--- config.mk ---
export PLATFORM = sky130hd
export DESIGN_NAME = trig_burst_gen
export DESIGN_NICKNAME = d
export VERILOG_FILES = /design/src/rtl/trig_pkg.sv /design/src/rtl/trig_edge_det.sv /design/src/rtl/trig_burst_gen.sv
export SDC_FILE = /design/constraint.sdc
export NUM_CORES = 1
export LEC_CHECK = 0
export ABC_AREA = 1
export BUFFER_PORTS_ARGS = -buffer_cell sky130_fd_sc_hd__clkbuf_2
export CAP_MARGIN = 15
export CELL_PAD_IN_SITES_DETAIL_PLACEMENT = 0
export CELL_PAD_IN_SITES_GLOBAL_PLACEMENT = 2
export CORE_MARGIN = 5
export CORE_UTILIZATION = 34
export DETAILED_ROUTE_END_ITERATION = 7
export PLACE_DENSITY_LB_ADDON = 0.25
export SLEW_MARGIN = 20
export SYNTH_ARGS = -nofsm -noshare
export SYNTH_HDL_FRONTEND = slang
export SYNTH_SLANG_ARGS = --single-unit
--- constraint.sdc ---
create_clock -name i_clk -period 7.21 [get_ports i_clk]
set_input_delay 1.442 -clock i_clk [delete_from_list [all_inputs] [get_ports i_clk]]
set_output_delay 1.442 -clock i_clk [all_outputs]
set_load 0.03 [all_outputs]
--- src/rtl/trig_pkg.sv ---
// -----------------------------------------------------------------------------
// trig_pkg
// Shared definitions for the trigger generator family.
//   trig_state_t : burst FSM state encoding (values fixed for register-map
//                  compatibility with existing debug readback).
//   trig_is_busy : true for the states in which a burst is in progress.
// -----------------------------------------------------------------------------
package trig_pkg;

    typedef enum logic [2:0] {
        ST_IDLE   = 3'd0,
        ST_DELAY  = 3'd1,
        ST_ACTIVE = 3'd2,
        ST_GAP    = 3'd3,
        ST_DONE   = 3'd4
    } trig_state_t;

    function automatic logic trig_is_busy(input trig_state_t st);
        return (st == ST_DELAY) || (st == ST_ACTIVE) || (st == ST_GAP);
    endfunction

endpackage

--- src/rtl/trig_edge_det.sv ---
// -----------------------------------------------------------------------------
// trig_edge_det
// Two-flop rising-edge detector. o_rise is high for one cycle after the first
// clock edge that samples i_d high following a sample of i_d low.
//   i_clk  : clock
//   i_rst  : synchronous active-low reset (history cleared to 00)
//   i_d    : level input to watch
//   o_rise : rising-edge strobe (decoded from the history register)
// -----------------------------------------------------------------------------
module trig_edge_det (
    input  logic i_clk,
    input  logic i_rst,
    input  logic i_d,
    output logic o_rise
);

    // shift[0] is the newest sample, shift[1] the previous one
    logic [1:0] shift;

    always_ff @(posedge i_clk) begin
        if (!i_rst) begin
            shift <= '0;
        end else begin
            shift <= {shift[0], i_d};
        end
    end

    assign o_rise = (shift == 2'b01);

endmodule

--- src/rtl/trig_burst_gen.sv ---
// -----------------------------------------------------------------------------
// trig_burst_gen
// Programmable trigger burst generator. A rising edge on i_en starts a burst:
// optional start delay, then i_count pulses of programmable width and period
// (i_count = 0 runs until abort). Configuration is frozen for the burst.
//   i_clk       : clock
//   i_rst       : synchronous active-low reset
//   i_en        : start request, rising-edge sensitive
//   i_abort     : level, terminates any burst without o_done
//   i_out_level : active level of o_trig
//   i_delay     : cycles from start to first pulse
//   i_width     : active cycles per pulse (0 treated as 1)
//   i_period    : cycles from one pulse start to the next
//   i_count     : pulses per burst, 0 = continuous
//   o_trig      : registered trigger output
//   o_busy      : burst in progress (same latency as o_trig)
//   o_done      : one-cycle strobe on normal completion
// -----------------------------------------------------------------------------
module trig_burst_gen
    import trig_pkg::*;
#(
    parameter int TW = 16,
    parameter int CW = 8
) (
    input  logic          i_clk,
    input  logic          i_rst,
    input  logic          i_en,
    input  logic          i_abort,
    input  logic          i_out_level,
    input  logic [TW-1:0] i_delay,
    input  logic [TW-1:0] i_width,
    input  logic [TW-1:0] i_period,
    input  logic [CW-1:0] i_count,
    output logic          o_trig,
    output logic          o_busy,
    output logic          o_done
);

    localparam logic [TW-1:0] T_ONE = TW'(1);
    localparam logic [CW-1:0] C_ONE = CW'(1);

    trig_state_t   state_q, state_d;
    logic [TW-1:0] cnt_q, cnt_d;
    logic [CW-1:0] pcnt_q, pcnt_d;
    logic [TW-1:0] width_q, gap_q;
    logic [CW-1:0] count_q;
    logic          pol_q;
    logic          done_first_q;

    logic          start;
    logic          latch_cfg;
    logic          more_pulses;
    logic [TW-1:0] width_in, gap_in;
    logic [CW:0]   pcnt_inc;
    logic [CW-1:0] pcnt_sat;

    trig_edge_det u_edge (
        .i_clk  (i_clk),
        .i_rst  (i_rst),
        .i_d    (i_en),
        .o_rise (start)
    );

    // Effective timing, derived from the raw inputs at the latch edge
    assign width_in = (i_width == '0) ? T_ONE : i_width;
    assign gap_in   = (i_period > width_in) ? (i_period - width_in) : T_ONE;

    // Extra bit so pulse_cnt+1 cannot wrap when compared against the count
    assign pcnt_inc    = {1'b0, pcnt_q} + {{CW{1'b0}}, 1'b1};
    assign more_pulses = (count_q == '0) || (pcnt_inc < {1'b0, count_q});
    // Saturates so continuous mode never lands on a terminating value
    assign pcnt_sat    = (pcnt_q == '1) ? pcnt_q : (pcnt_q + C_ONE);

    // Phase counter is loaded with (duration-1) on entry and counts down to 0
    always_comb begin
        state_d   = state_q;
        cnt_d     = cnt_q;
        pcnt_d    = pcnt_q;
        latch_cfg = 1'b0;
        if (i_abort) begin
            state_d = ST_IDLE;
            cnt_d   = '0;
            pcnt_d  = '0;
        end else begin
            case (state_q)
                ST_IDLE: begin
                    if (start) begin
                        latch_cfg = 1'b1;
                        pcnt_d    = '0;
                        if (i_delay != '0) begin
                            state_d = ST_DELAY;
                            cnt_d   = i_delay - T_ONE;
                        end else begin
                            state_d = ST_ACTIVE;
                            cnt_d   = width_in - T_ONE;
                        end
                    end
                end
                ST_DELAY: begin
                    if (cnt_q == '0) begin
                        state_d = ST_ACTIVE;
                        cnt_d   = width_q - T_ONE;
                    end else begin
                        cnt_d = cnt_q - T_ONE;
                    end
                end
                ST_ACTIVE: begin
                    if (cnt_q == '0) begin
                        pcnt_d = pcnt_sat;
                        if (more_pulses) begin
                            state_d = ST_GAP;
                            cnt_d   = gap_q - T_ONE;
                        end else begin
                            state_d = ST_DONE;
                            cnt_d   = '0;
                        end
                    end else begin
                        cnt_d = cnt_q - T_ONE;
                    end
                end
                ST_GAP: begin
                    if (cnt_q == '0) begin
                        state_d = ST_ACTIVE;
                        cnt_d   = width_q - T_ONE;
                    end else begin
                        cnt_d = cnt_q - T_ONE;
                    end
                end
                ST_DONE: begin
                    // Wait for i_en low so a held-high enable cannot retrigger
                    if (!i_en) begin
                        state_d = ST_IDLE;
                    end
                end
                default: begin
                    state_d = ST_IDLE;
                end
            endcase
        end
    end

    always_ff @(posedge i_clk) begin
        if (!i_rst) begin
            state_q <= ST_IDLE;
            cnt_q   <= '0;
            pcnt_q  <= '0;
        end else begin
            state_q <= state_d;
            cnt_q   <= cnt_d;
            pcnt_q  <= pcnt_d;
        end
    end

    always_ff @(posedge i_clk) begin
        if (!i_rst) begin
            width_q <= '0;
            gap_q   <= '0;
            count_q <= '0;
            pol_q   <= 1'b1;
        end else begin
            if (latch_cfg) begin
                width_q <= width_in;
                gap_q   <= gap_in;
                count_q <= i_count;
            end
            // Tracking in IDLE also captures the level at the start edge
            if ((state_q == ST_IDLE) || (state_q == ST_DONE)) begin
                pol_q <= i_out_level;
            end
        end
    end

    always_ff @(posedge i_clk) begin
        if (!i_rst) begin
            o_trig       <= 1'b0;
            o_busy       <= 1'b0;
            o_done       <= 1'b0;
            done_first_q <= 1'b0;
        end else begin
            o_trig       <= (state_q == ST_ACTIVE) ? pol_q : ~pol_q;
            o_busy       <= trig_is_busy(state_q);
            done_first_q <= (state_d == ST_DONE) && (state_q != ST_DONE);
            o_done       <= done_first_q;
        end
    end

endmodule

Yosys cells after proc, flatten, opt, wreduce, memory -nomap -nowiden
Index checks and enable logic that the tools add are counted.
{ "word_totals": {"regBits": 74, "input_bits": 61} }
{ "op_classes": {"addsub": 8, "magnitude_cmp": 2, "n_eq_ne": 11, "muxes": 24, "n_bitwise": 2, "n_reduce_logical": 16} }
{ "op_table": {"columns": ["cell", "count"], "rows": [
  ["16-bit 2-to-1 mux", 7],
  ["16-bit by 1-bit subtractor with 16-bit output, second input constant", 5],
  ["16-bit case mux with 3 select lines", 1],
  ["16-bit logical NOT", 2],
  ["8-bit 2-to-1 mux", 3],
  ["3-bit 2-to-1 mux", 6],
  ["16-bit > comparator", 1],
  ["8-bit case mux with 2 select lines", 1],
  ["16-bit nonzero test", 1],
  ["16-bit subtractor", 1],
  ["3-bit case mux with 4 select lines", 1],
  ["8-bit by 1-bit adder with 9-bit output, second input constant", 1],
  ["9-bit by 8-bit less-than comparator with 1-bit output", 1],
  ["8-bit by 1-bit adder with 8-bit output, second input constant", 1],
  ["8-bit == test, second input constant", 1],
  ["8-bit logical NOT", 1],
  ["3-bit by 2-bit == test with 1-bit output, second input constant", 2],
  ["3-bit == test, second input constant", 2],
  ["2-bit inequality test, second input constant", 3],
  ["1-bit logical OR", 4],
  ["1-bit 2-to-1 mux", 4],
  ["4-bit AND reduction", 1],
  ["2-bit OR reduction", 2],
  ["3-bit by 1-bit == test with 1-bit output, second input constant", 1],
  ["other kinds (9)", 10]
]} }

Logic depth before layout (Yosys ltp)
{ "depth": {"ltp_word": 9, "mapped_depth": 21, "ltp_nobuf": 21} }

Hierarchy
From an unflattened synthesis, not the netlist that was laid out.
{ "unflattened": {"cells_unflattened": 993, "hier_area_um2": 6022.0} }
{ "modules_own_cells": {"columns": ["module", "instances", "cells_per_inst", "area_per_inst_um2", "seq_area_each_um2"], "rows": [
  ["trig_burst_gen", 1, 985, 5957.0, 1441.4],
  ["trig_edge_det", 1, 8, 65.1, 40.0]
]} }

Least setup slack after synthesis
No wires, ideal clock.
{ "synth_timing": {"path_type": "input -> register", "start": "input i_width[15]", "end": "register gap_q[10]", "setup_time_ns": 0.132, "arrival_ns": 3.302, "t_required_ns": 7.078, "path_slack_ns": 3.776, "stages": 17, "n_path_buf": 1, "cell_sequence": "nor2_1 nand2_1 nor2_1 nand2_1 nand2_1 ha_1 inv_1 fa_1 nand3_1 nand2_1 a21oi_1 o21ai_2 nand2_1 a21oi_2 buf_6 nand3_1 a21oi_1"} }
{ "synth_between": {"elab_chain_len": 4, "elab_cells_between_ends": 5} }
{ "synth_rtl": {"columns": ["item", "line_no", "rtl"], "rows": [
  ["from (decl)", "trig_burst_gen.sv:31", "input logic [TW-1:0] i_width,"],
  ["16-bit logical NOT *", "trig_burst_gen.sv:65", "assign width_in = (i_width == '0) ? T_ONE : i_width;"],
  ["16-bit 2-to-1 mux *", "trig_burst_gen.sv:65", null],
  ["net width_in[0]", "trig_burst_gen.sv:53", "logic [TW-1:0] width_in, gap_in;"],
  ["16-bit subtractor or 16-bit > comparator (tied branches)", "trig_burst_gen.sv:66", "assign gap_in = (i_period > width_in) ? (i_period - width_in) : T_ONE;"],
  ["16-bit 2-to-1 mux *", "trig_burst_gen.sv:66", null],
  ["to (signal assigned)", "trig_burst_gen.sv:163", "gap_q <= gap_in;"],
  ["to (decl)", "trig_burst_gen.sv:45", "logic [TW-1:0] width_q, gap_q;"]
]} }
Mark *: on every way through the listed nets, which the timed path passes. The rest lies on a longest branch.
A chain may end at the register's enable or synchronous reset.

==> results.yml <==
grt:
  grt.total_usage_pct: 19.0
  grt_max_degree: 34
  grt_pass1_vias: 5850
  overflow: 0
  antenna_found_initial: 0
  grt_pass1_wl_um: 30500
clocking:
  htreeDepth: 3
  cts.sinks: 74
  cts_setup_buffers: 0
  clkTransAtPathRegs_ps: 60
  cts_max_path_buffers: 2
  ctsResizeCount: 0
  postCtsHoldBufs: 0
  cts_tree: "done"
  cts-root-buf: "clkbuf_16"
  worstSkewPairLatency_ps: 350
  cts-buffers-inserted: 9
worst_setup_path:
  crit_start: "i_rst"
  worst_setup_path_start_kind: "primary input"
  endpoint_kind: "flip-flop"
  crit_type: "primary input to flip-flop"
  regToRegStartpoint: "pcnt_q[0]"
  path_cells: "clkbuf_2, clkinv_1, nor2_2, o21ai_0, a31o_2, inv_1"
  crit_path_max_incr_delay_ps: 780
  worstPathArrival_ps: 4050
  crit_required_ps: 7500
  crit_fanout: 29
  slowest_stage: "nor2_2"
place:
  pre_cts_slack_ps: 3030
  gp_congestion: 0.867
  port_buffers: 63
  hpwl_um: 15300
timing:
  finalCritPeriodShare_pct: 52.0
  fmax_ghz: 0.266
  finalMaxSlewViolations: 0
  hold_viol_final: 0
  setup_violations: 0
  rsz0062_at_grt: "no"
  tns_ps: 0
  slew_headroom_pct: 49.5
  tightestPinTransition_ps: 756
  setup_ws_ps: 3460
  layout_min_cycle_time_ps: 3750
  skew_ps: 9.32
logic_synthesis:
  synth_edf_count: 0
  syn_nets: 1090
  yosysWarnings: 0
  postSynth.asyncResetShare_pct: 0
  synth.top_cells.by_count: "nand2_1 (239), nor2_1 (140), inv_1 (131), a21oi_1 (81), nand3_1 (81)"
  synth_top_area_share_pct: 24.5
  synth_area_leaders: "dfxtp_1 (25%), nand2_1 (15%), nor2_1 (8.7%)"
  avgSynthCellArea_sq_um: 6.04
  ys_seq_area_share_pct: 24.5
  synth_seq_cells: 74
  syn-cell-area_sq_um: 6040
  synth_cell_type_count: 41
  postSynthCellCount: 1000
  ys.flop_type: "dfxtp_1"
  synth_top_cell_by_area: "dfxtp_1"
  synth.most_common_cell: "nand2_1"
routing:
  vias: 6187
  drt_iter0_markers: 357
  wl_met2_um: 8080
  drc_errors: 0
  ant_nets: 0
  detailroute.wirelength.met3_um: 701
  vias_per_cell: 4.83
  met1Wirelength_um: 9680
  dr.pass1.iters: 5
  highest_layer: "met4"
  drt_wl_total_um: 18800
  avgRoutedWirePerCell_um: 14.7
cells_and_area:
  final_nets: 1140
  antenna_cells: 0
  area_growth_pct: 13.4
  drive_above_1_share_pct: 10.4
hold_path:
  hp-start: "done_first_q"
  hold_class: "flip-flop to flip-flop"
pwr:
  power.leakage_uw: 0.00344
  powerDensity_nw_per_um2: 190
  vdd_ir_drop_max_uv: 113
floorplan:
  fp-row-count: 48
  num_io_pins: 64
  initial_core_util_pct: 34.8
  chipHeight_um: 143
  core_area_sq_um: 17400
  die-area_sq_um: 20500
  fp.dieW_um: 143
outcome:
  status: "completed"
run:
  drv_cap: 0
[layout by cell type (no fill, tap or decap), drive strengths merged, types with 2 or more instances in the layout]
cell / instances
a211oi: 6
a21o: 3
a21oi: 82
a221oi: 2
a31oi: 2
bufinv: 2
clkbuf: 73
clkinv: 3
dfxtp: 74
ha: 28
inv: 138
nand2: 244
nand3: 82
nand3b: 5
nand4: 8
nor2: 153
nor3: 11
nor4: 2
o211ai: 2
o21ai: 82
o21bai: 7
xnor2: 11
xor2: 30
[report_power, final]
part           total [uW]  internal (uW)  switching (uW)
Clock                 506            317             190
Combinational         355            121             235
Sequential            441            426            15.6
Total                1300            863             440
[routing by layer]
metal | vias up | GRT usage, %
met1 | 2718 | 27.5
met2 | 126 | 29.4
met3 | 20 | 2.50
met4 | 0 | 5.85
li1 | 3323 | -
met5 | - | 0
[per-stage QoR]
stage / hold WS [ps] / cell area (sq um) / utilization [%] / std cells / total power, uW
after detailed placement: 416 / 6520 / 37.5 / 1264 / 806
after global routing: 459 / 6850 / 39.5 / 1280 / 1390
final: 426 / 6850 / 39.5 / 1280 / 1300
after CTS: 430 / 6850 / 39.5 / 1280 / 1320
after global placement: 424 / 6510 / 37.5 / 1264 / 810
after floorplan: 390 / 6040 / - / 1000 / 706
[final timing paths]
check / end / slack (ps) / depth (start not counted)
max: state_q[1] / 3460 / 6
min: o_done / 430 / 2
max reg2reg: cnt_q[6] / 4180 / 17
min reg2reg: o_done / 430 / 2
[final cells by class]
cell class | count | area [sq um]
Clock buffer | 10 | 239
Clock inverter | 6 | 95.1
Fill cell | 1971 | 10500
Inverter | 137 | 515
Multi-Input combinational cell | 765 | 3920
Sequential cell | 74 | 1480
Tap cell | 225 | 282
Timing Repair Buffer | 63 | 315
[state kept, by name, indices dropped and copies added (netlist names), 2 cells and up]
signal / count
width_q: 16
u_edge.shift: 2
gap_q: 16
cnt_q: 16
pcnt_q: 8
state_q: 3
count_q: 8
[cells by family after synthesis]
group / share of synthesized area (%)
AO/OA/AOI/OAI: 16.8
XOR/XNOR: 5.94
adder cells (fa/ha/maj): 6.13
buffers and inverters: 10.6
flip-flops: 24.5
AND/OR/NAND/NOR: 36.0
[critical path, delay by kind of cell]
kind / cells / cell delay, ps
AND/OR/NAND/NOR: 1 / 780
buffers and inverters: 3 / 1140
AO/OA/AOI/OAI: 2 / 660
No activity file was read; power rests on OpenSTA's default activity.
